--- config.mk ---
export PLATFORM = sky130hd
export DESIGN_NAME = fpu_cmd_sequencer
export DESIGN_NICKNAME = d
export VERILOG_FILES = /design/src/rtl/fpu_cmd_sequencer.sv
export SDC_FILE = /design/constraint.sdc
export NUM_CORES = 1
export LEC_CHECK = 0
export ABC_CLOCK_PERIOD_IN_PS = 4180
export BUFFER_PORTS_ARGS = -buffer_cell sky130_fd_sc_hd__buf_4
export CORE_AREA = 8 8 121 123
export DETAILED_ROUTE_END_ITERATION = 10
export DIE_AREA = 0 0 129 131
export HOLD_SLACK_MARGIN = 0.15
export PLACE_DENSITY = 0.79
export SLEW_MARGIN = 20
export SYNTH_ARGS = -nofsm -noshare
export SYNTH_HDL_FRONTEND = slang
export SYNTH_SLANG_ARGS = --single-unit
--- constraint.sdc ---
create_clock -name clk -period 4.18 [get_ports clk]
set_input_delay 1.045 -clock clk [delete_from_list [all_inputs] [get_ports clk]]
set_output_delay 1.045 -clock clk [all_outputs]
set_load 0.1 [all_outputs]
--- src/rtl/fpu_cmd_sequencer.sv ---
// rtl/fpu_cmd_sequencer.sv - request/response front end driving the fpu 8-bit register bus
// Define FPU_SEQ_TIMEOUT_EN to enable the WAIT_END abort timer (TIMEOUT_CYCLES).
module fpu_cmd_sequencer #(
   parameter int unsigned RD_WAIT        = 1,
   parameter int unsigned TIMEOUT_CYCLES = 4096
) (
   input  logic        clk,
   input  logic        arst,
   input  logic        req_valid,
   output logic        req_ready,
   input  logic [3:0]  req_op,
   input  logic [31:0] req_a,
   input  logic [31:0] req_b,
   output logic        resp_valid,
   input  logic        resp_ready,
   output logic [31:0] resp_result,
   output logic        resp_timeout,
   output logic [7:0]  fpu_databus_out,
   input  logic [7:0]  fpu_databus_in,
   output logic [3:0]  fpu_addr,
   output logic        fpu_cs,
   output logic        fpu_rd,
   output logic        fpu_wr,
   output logic        fpu_end_ack,
   input  logic        fpu_cmd_end,
   input  logic        fpu_busy
);
   typedef enum logic [3:0] {
      S_IDLE, S_WR_A, S_WR_B, S_WR_CMD, S_WAIT_END, S_RD_RES, S_ACK, S_ABORT, S_RESP
   } state_t;

   state_t      state_q, state_d;
   logic [1:0]  idx_q, idx_d;
   logic [2:0]  wait_q, wait_d;
   logic [3:0]  op_q, op_d;
   logic [31:0] a_q, a_d, b_q, b_d, res_q, res_d;
   logic        to_q, to_d;

   logic        req_ready_q, req_ready_d;
   logic        resp_valid_q, resp_valid_d;
   logic [31:0] resp_result_q, resp_result_d;
   logic        resp_timeout_q, resp_timeout_d;
   logic [7:0]  dout_q, dout_d;
   logic [3:0]  addr_q, addr_d;
   logic        cs_q, cs_d, rd_q, rd_d, wr_q, wr_d, end_ack_q, end_ack_d;

`ifdef FPU_SEQ_TIMEOUT_EN
   localparam int CNT_W = $clog2(TIMEOUT_CYCLES + 1);
   logic [CNT_W-1:0] cnt_q, cnt_d;

   always_ff @(posedge clk) begin
      if (arst) cnt_q <= '0;
      else      cnt_q <= cnt_d;
   end
`endif

   always_ff @(posedge clk) begin
      if (arst) begin
         state_q        <= S_IDLE;
         idx_q          <= '0;
         wait_q         <= '0;
         op_q           <= '0;
         a_q            <= '0;
         b_q            <= '0;
         res_q          <= '0;
         to_q           <= 1'b0;
         req_ready_q    <= 1'b0;
         resp_valid_q   <= 1'b0;
         resp_result_q  <= '0;
         resp_timeout_q <= 1'b0;
         dout_q         <= '0;
         addr_q         <= '0;
         cs_q           <= 1'b0;
         rd_q           <= 1'b0;
         wr_q           <= 1'b0;
         end_ack_q      <= 1'b0;
      end else begin
         state_q        <= state_d;
         idx_q          <= idx_d;
         wait_q         <= wait_d;
         op_q           <= op_d;
         a_q            <= a_d;
         b_q            <= b_d;
         res_q          <= res_d;
         to_q           <= to_d;
         req_ready_q    <= req_ready_d;
         resp_valid_q   <= resp_valid_d;
         resp_result_q  <= resp_result_d;
         resp_timeout_q <= resp_timeout_d;
         dout_q         <= dout_d;
         addr_q         <= addr_d;
         cs_q           <= cs_d;
         rd_q           <= rd_d;
         wr_q           <= wr_d;
         end_ack_q      <= end_ack_d;
      end
   end

   always_comb begin
      state_d = state_q;
      idx_d   = idx_q;
      wait_d  = wait_q;
      op_d    = op_q;
      a_d     = a_q;
      b_d     = b_q;
      res_d   = res_q;
      to_d    = to_q;
`ifdef FPU_SEQ_TIMEOUT_EN
      cnt_d   = cnt_q;
`endif
      case (state_q)
         S_IDLE: begin
            if (req_valid && req_ready_q) begin
               op_d    = req_op;
               a_d     = req_a;
               b_d     = req_b;
               res_d   = '0;
               to_d    = 1'b0;
               idx_d   = '0;
               state_d = S_WR_A;
            end
         end
         S_WR_A, S_WR_B: begin
            idx_d = idx_q + 2'd1;
            if (idx_q == 2'd3) state_d = (state_q == S_WR_A) ? S_WR_B : S_WR_CMD;
         end
         S_WR_CMD: begin
            state_d = S_WAIT_END;
`ifdef FPU_SEQ_TIMEOUT_EN
            cnt_d   = '0;
`endif
         end
         S_WAIT_END: begin
            if (fpu_cmd_end) begin
               state_d = S_RD_RES;
               idx_d   = '0;
               wait_d  = '0;
            end
`ifdef FPU_SEQ_TIMEOUT_EN
            else if (cnt_q == CNT_W'(TIMEOUT_CYCLES - 1)) begin
               state_d = S_ABORT;
               to_d    = 1'b1;
            end else begin
               cnt_d = cnt_q + CNT_W'(1);
            end
`endif
         end
         S_RD_RES: begin
            // Read data is only trusted on the last cycle of the hold window.
            if (wait_q == 3'(RD_WAIT)) begin
               res_d[{idx_q, 3'b000} +: 8] = fpu_databus_in;
               wait_d = '0;
               idx_d  = idx_q + 2'd1;
               if (idx_q == 2'd3) state_d = S_ACK;
            end else begin
               wait_d = wait_q + 3'd1;
            end
         end
         S_ACK:   if (!fpu_cmd_end) state_d = S_RESP;
         S_ABORT: state_d = S_RESP;
         S_RESP:  if (resp_ready) state_d = S_IDLE;
         default: state_d = S_IDLE;
      endcase
   end

   // Outputs are decoded from the next state so they register in step with it.
   always_comb begin
      req_ready_d    = 1'b0;
      resp_valid_d   = 1'b0;
      resp_result_d  = '0;
      resp_timeout_d = 1'b0;
      dout_d         = '0;
      addr_d         = '0;
      cs_d           = 1'b0;
      rd_d           = 1'b0;
      wr_d           = 1'b0;
      end_ack_d      = 1'b0;
      case (state_d)
         S_IDLE: req_ready_d = !fpu_busy;
         S_WR_A: begin
            cs_d   = 1'b1;
            wr_d   = 1'b1;
            addr_d = {2'b00, idx_d};
            dout_d = a_d[{idx_d, 3'b000} +: 8];
         end
         S_WR_B: begin
            cs_d   = 1'b1;
            wr_d   = 1'b1;
            addr_d = {2'b01, idx_d};
            dout_d = b_d[{idx_d, 3'b000} +: 8];
         end
         S_WR_CMD: begin
            cs_d   = 1'b1;
            wr_d   = 1'b1;
            addr_d = 4'd8;
            dout_d = {4'h0, op_d};
         end
         S_RD_RES: begin
            cs_d   = 1'b1;
            rd_d   = 1'b1;
            addr_d = 4'd9 + {2'b00, idx_d};
         end
         S_ACK, S_ABORT: end_ack_d = 1'b1;
         S_RESP: begin
            resp_valid_d   = 1'b1;
            resp_timeout_d = to_d;
            resp_result_d  = to_d ? 32'h0 : res_d;
         end
         default: ;
      endcase
   end

   assign req_ready       = req_ready_q;
   assign resp_valid      = resp_valid_q;
   assign resp_result     = resp_result_q;
   assign resp_timeout    = resp_timeout_q;
   assign fpu_databus_out = dout_q;
   assign fpu_addr        = addr_q;
   assign fpu_cs          = cs_q;
   assign fpu_rd          = rd_q;
   assign fpu_wr          = wr_q;
   assign fpu_end_ack     = end_ack_q;
endmodule

==> results.md, run 1 <==
- Worst Tran Pin Value: 1.03 ns
- Gpl congestion: 0.854
- Adder-cell share of the synthesized area: 1.40%
- Final TNS setup: 0 ns
- Die height: 131 um
- Critical path launch point: idx_q[0]
- Largest family of logic cells by synthesized area: simple AND/OR/NAND/NOR gates
- Port bufs: 132
- Reg-to-Reg End: fpu_databus_out[2]
- R2r worst-path depth: 8
- Avg Inst Size Synth: 8.37 sq um
- Internal cell power: 0.00245 W
- Final wirelength: 16.3 mm
- Core area: 0.0129 sq mm
- Via density: 5.40
- Post-CTS setup buffer count: 0
- Clk root buf: clkbuf_16
- Synth Flop Type: dfxtp_1
- CP max FO: 33
- Io pins: 133
- Final hold violations: 0
- Row count: 42
- Hold-fix buffers, CTS: 0
- Final antenna-violating net count: 0
- Diode count: 0
- CTS clk-pin slew, worst paths: 0.06 ns
- R2R Path Start: idx_q[0]
- Setup violators final: 0
- GR Util All Layers: 19.6%
- Vias in the first global route: 5413
- WP data arrival: 3.09 ns
- P_leak: 2.90 nW
- Synth Cell Area: 0.00624 sq mm
- Via count: 5610
- Number of H-tree levels: 4
- Wire length per cell: 15.7 um
- Mux share of post-synthesis cell area: 1.00%
- Hold crit path type: reg2reg
- Initial drt markers: 541
- Max cap viols: 0
- Xor-xnor portion of the synthesized cell area: 0.281%
- Post-detailed-route DRC marker count: 0
- Number of synthesized flops with an enable pin: 0
- Synthesis Warnings: 0
- Fin crit period: 2.74 ns
- Crit. End Element: flop
- Worst vdd ir: 0.000266 V
- Global-route wire length before repair: 26.1 mm
- Nets: 938
- Post-synthesis sequential area ratio: 51.6%
- Startpoint types: flop
- CTS max path bufs: 2
- Ratio of final minimum period to clock period: 65.6%
- Setup ws final: 1.44 ns
- CP delay by family, top: compound AO/OA/AOI/OAI gates
- Pwr dens: 418 mW/mm^2
- #FFs+latches synth: 161
- Cts bufs inserted: 17
- Worst EP required: 4.53 ns
- Max-slew headroom: 31.1%
- Post-Syn Nets: 835
- Largest net degree at the start of global routing: 90
- Worst path cell trace: ha_1 > mux2_2 > o21bai_1 > o211a_4 > a21oi_1 > a211oi_1 > nor4_1 > o22ai_1
- Buffers plus inverters on the worst setup path: 0
- Initial Utilization: 48.5%
- Area growth, synth to finish: 24.9%
- Die width: 129 um
- Power Total: 0.00326 W
- Post-Synthesis Cells: 746
- Status: completed
- Slew Viols, Final: 0
- Worst Clk Skew: 0.00690 ns
- Compound-cell area share of the yosys netlist: 19.2%
- Sw Share: 24.8%
- Hold_sp: to_q
- Dpl hpwl: 11.3 mm
- Yosys cell types: 58
- Post-cts sizing count: 0
- Worst path max stage delay: 0.52 ns
- Clock sinks: 161
- Flop2flop setup slack: 1.44 ns
- Initial antenna violation count: 0
- Gr ovfl total: 0
- Unrepaired setup endpoints after global routing: false
- Fmax: 0.365 GHz
- Share of power burned in registers: 48.5%
- Fill cells: 1163
- Async SR Flop Fraction: 0%
- Layout cell share with drive strength beyond 1: 21.7%
- CTS tree: built
- DRT Pass-1 Iters: 6
- Worst path slowest cell: dfxtp_1
- P_sw: 0.000807 W
- Capture point of the worst path: fpu_databus_out[2]
- Critical path class: reg2reg
- DIE AREA: 0.0169 sq mm
- Clock power frac: 43.8%
- Dpl ws: 1.18 ns
- Simple-gate share of the synthesized area: 22.2%
- CP Depth: 8
- Comb power frac: 7.7%
- Clk_lat worst skew: 0.42 ns
==> registers in the layout, indices dropped and copies added (netlist names), 2 cells and up <==
register,count
op_q,4
b_q,32
fpu_addr,4
idx_q,2
fpu_databus_out,8
state_q,4
resp_result,32
a_q,32
res_q,32
wait_q,3
==> metrics by stage <==
step / area [sq um] / instances / hold WS (ns) / util (%)
2_1_floorplan: 6240 / 746 / 0.428 / -
3_3_place_gp: 7250 / 1006 / 0.443 / 56.3
3_5_place_dp: 7250 / 1006 / 0.445 / 56.3
4_1_cts: 7800 / 1038 / 0.454 / 60.6
5_1_grt: 7800 / 1038 / 0.464 / 60.6
6_report: 7800 / 1038 / 0.455 / 60.6
==> final cells by class <==
class	count	area [sq um]	share of cell area, %
clock buffers	20	447	5.73
flip-flops and latches	161	3220	41.3
clock inverters	12	103	1.32
inverters	3	11.3	0.144
multi-input cells	530	2760	35.4
well taps	176	220	2.82
repair buffers	136	1030	13.3
==> layout by cell type, fill, tap and decap left out, types with 4 or more instances in the layout <==
cell type	instances
a211oi_1	5
a21oi_1	103
a22oi_1	33
clkinvlp_4	4
a31oi_1	17
clkbuf_16	17
nand2_1	188
buf_4	135
mux2i_1	4
nor4_1	10
clkinv_4	4
dfxtp_1	161
nor2b_1	4
nor2_1	95
o22ai_1	5
ha_1	7
a311oi_1	5
==> synth_stat cells, drive strengths merged, types with 3 or more instances <==
master | n | area (sq um)
inv | 3 | 11.3
nand2 | 188 | 706
a22oi | 33 | 248
nor2b | 4 | 25.0
a21oi | 104 | 524
a31oi | 19 | 140
buf | 24 | 150
ha | 7 | 87.6
nor2 | 95 | 357
o22ai | 5 | 31.3
mux2i | 4 | 40.0
and3 | 3 | 23.8
a311oi | 5 | 43.8
clkbuf | 28 | 105
dfxtp | 161 | 3220
or2 | 3 | 18.8
and4 | 3 | 26.3
or3b | 3 | 26.3
nor4 | 10 | 62.6
nand3b | 3 | 22.5
nand3 | 3 | 20.0
o211ai | 4 | 53.8
a211oi | 5 | 37.5
==> metal layers <==
metal  track usage, %  part of all wire [%]  up-vias
met2             31.9                    48      212
li1                 -                     -     2753
met1             24.2                    42     2612
met4             8.85                   2.8        0
met3             4.75                   6.5       33
met5                0                     0        -
==> kinds of logic (layout without fill, tap and decap cells) <==
kind of cell / count (synthesis) / after routing
AND/OR/NAND/NOR: 328 / 328
AO/OA/AOI/OAI: 187 / 187
flip-flops: 161 / 161
buffers and inverters: 55 / 171
adder cells (fa/ha/maj): 7 / 7
multiplexers: 6 / 6
XOR/XNOR: 2 / 2
==> worst min path at each step <==
| stage | end | slack (ns) | cells past startpoint |
|---|---|---|---|
| 2_1_floorplan | to_q | 0.43 | 2 |
| 3_3_place_gp | a_q[5] | 0.44 | 2 |
| 3_5_place_dp | to_q | 0.44 | 2 |
| 4_1_cts | to_q | 0.45 | 2 |
| 5_1_grt | to_q | 0.46 | 2 |
| 6_report | to_q | 0.46 | 2 |
==> power groups by stage <==
stage          sequential, W  combinational (W)  clock, W
4_1_cts              0.00158           0.000252   0.00144
3_5_place_dp         0.00161           0.000251         0
3_3_place_gp         0.00161           0.000248         0
6_report             0.00158           0.000252   0.00143
2_1_floorplan        0.00163           0.000127         0
5_1_grt              0.00158           0.000274   0.00151
==> worst register-to-register path, delay by kind of cell (launching register included) <==
kind	cells	cell delay (ns)
fa+ha+maj	1	0.39
mux	1	0.37
simple gates	1	0.08
compound gates	5	1.30
flops	1	0.52
(Power assumes the default switching activity.)
==> run 2, diff against run 1 <==
Settings changed: ABC_CLOCK_PERIOD_IN_PS 4180 to 2600.
Clock period 4.18 ns to 2.6 ns, I/O delays scaled along.
==> run 2 against run 1 <==
Sequential share of layout area fell by 0.95 points. Maximum frequency increased by 11%. Final cell count grew 1.4%. Routed wire length increased by 5.0%. Power is 67% higher. Non-clock buffer count grew 14. Global-route usage up 0.32 points. Final area up 2.4%. Sequential power grew 61%. Worst hold slack worse by 0.064 ns. Clock power rose by 72%. Largest cell class unchanged.
==> results.md, run 2 (synthesis gave the netlist of run 1 again) <==
- DIE AREA: 0.0169 sq mm
- Via density: 5.43
- Setup violators final: 0
- CTS clk-pin slew, worst paths: 0.06 ns
- Clock power frac: 45.4%
- Finished Core Util: 62.0%
- CP max FO: 32
- Crit. End Element: flop
- Port bufs: 132
- CTS tree: built
- Clock sinks: 161
- Critical path class: reg2reg
- Clk_lat worst skew: 0.43 ns
- Worst vdd ir: 0.000410 V
- Wire length per cell: 16.2 um
- Clk root buf: clkbuf_16
- Worst path slowest cell: dfxtp_1
- Gpl congestion: 0.908
- Max-slew headroom: 66.3%
- Setup ws final: 0.128 ns
- Dpl ws: 0.175 ns
- Worst path cell trace: ha_1 > mux2_2 > o21bai_2 > o211ai_2 > buf_12 > nand2_1 > a21oi_1 > nor4_1 > o22ai_1
- Layout cell share with drive strength beyond 1: 23.1%
- Final wirelength: 17.1 mm
- Fmax: 0.405 GHz
- Worst path max stage delay: 0.40 ns
- Final antenna-violating net count: 0
- Final TNS setup: 0 ns
- Worst EP required: 2.89 ns
- Max cap viols: 0
- Row count: 42
- Fin crit period: 2.47 ns
- Core area: 0.0129 sq mm
- DRT Pass-1 Iters: 5
- Initial drt markers: 605
- P_leak: 3.00 nW
- Initial Utilization: 48.5%
- Vias in the first global route: 5311
- Dpl hpwl: 11.7 mm
- Status: completed
- GR Util All Layers: 19.9%
- Io pins: 133
- Worst Tran Pin Value: 0.506 ns
- Internal cell power: 0.00416 W
- Commonest cells after routing, fill and taps aside: nand2_1 (188), dfxtp_1 (161), buf_4 (147), a21oi_1 (103), nor2_1 (95)
- Final hold violations: 0
- Cts bufs inserted: 17
- Hold crit path type: in2reg
- Pwr dens: 680 mW/mm^2
- CTS max path bufs: 2
- Hold-fix buffers, CTS: 0
- Sw Share: 23.4%
- WP data arrival: 2.76 ns
- Gr ovfl total: 0
- Initial antenna violation count: 0
- Largest net degree at the start of global routing: 91
- Die width: 129 um
- Unrepaired setup endpoints after global routing: false
- Most common cell after layout, fill and taps aside: nand2_1
- P_sw: 0.00127 W
- Number of H-tree levels: 4
- Area growth, synth to finish: 27.8%
- Share of power burned in registers: 46.8%
- Die height: 131 um
- Startpoint types: flop
- Ratio of final minimum period to clock period: 95.1%
- Diode count: 0
- Comb power frac: 7.9%
- Post-detailed-route DRC marker count: 0
- Post-cts sizing count: 0
- Post-CTS setup buffer count: 0
- Slew Viols, Final: 0
- Global-route wire length before repair: 26.2 mm
- Via count: 5722
- Nets: 953
- Worst Clk Skew: 0.00677 ns
## run 2: cell count changes in the layout (fill, tap and decap cells not counted), sizes merged
cell / change
buf: +14
clkinv: -3
bufinv: +2
clkbuf: +1
clkinvlp: +1
inv: -1
o211a: +1
## run 2: metal layers
metal  vias up  track usage, %  share of wire [%]
met3        37            4.95                6.2
met5         -               0                  0
met2       203            32.7                 49
met1      2695            24.4                 43
met4         0            8.50                2.3
li1       2787               -                  -
## run 2: cell type report
cell class,count,area (sq um)
Sequential cell,161,3220
Tap cell,176,220
Fill cell,1108,4890
Clock inverter,11,129
Timing Repair Buffer,150,1160
Inverter,3,11.3
Clock buffer,21,460
Multi-Input combinational cell,531,2770
## run 2: path summary, 6_finish.rpt
kind | slack [ns] | endpoint | from | depth (start not counted)
hold / removal | 0.39 | req_ready | fpu_busy | 2
hold reg to reg | 0.45 | to_q | to_q | 2
setup / recovery | 0.13 | fpu_databus_out[2] | idx_q[1] | 9
setup reg to reg | 0.13 | fpu_databus_out[2] | idx_q[1] | 9
## run 2: worst max-delay path, delay by kind of cell, from the launching register on
kind | cells | cell delay (ns)
compound gates | 4 | 0.64
mux | 1 | 0.39
simple gates | 2 | 0.34
buf+inv | 1 | 0.21
flops | 1 | 0.40
fa+ha+maj | 1 | 0.35
## run 2: power groups by stage
stage / registers, W / logic, W / clock network [W]
2_1_floorplan: 0.00262 / 0.000204 / 0
3_3_place_gp: 0.00259 / 0.000414 / 0
3_5_place_dp: 0.00259 / 0.000420 / 0
4_1_cts: 0.00254 / 0.000422 / 0.00250
5_1_grt: 0.00254 / 0.000461 / 0.00261
6_report: 0.00254 / 0.000427 / 0.00246
## run 2: through the flow
stage	hold slack, ns	cells	total power (W)	area, sq um
final	0.392	1053	0.00543	7980
after global routing	0.391	1053	0.00562	7980
after CTS	0.372	1052	0.00546	7970
after detailed placement	0.441	1020	0.00301	7380
after global placement	0.437	1020	0.00301	7380
after floorplan	0.428	746	0.00283	6240
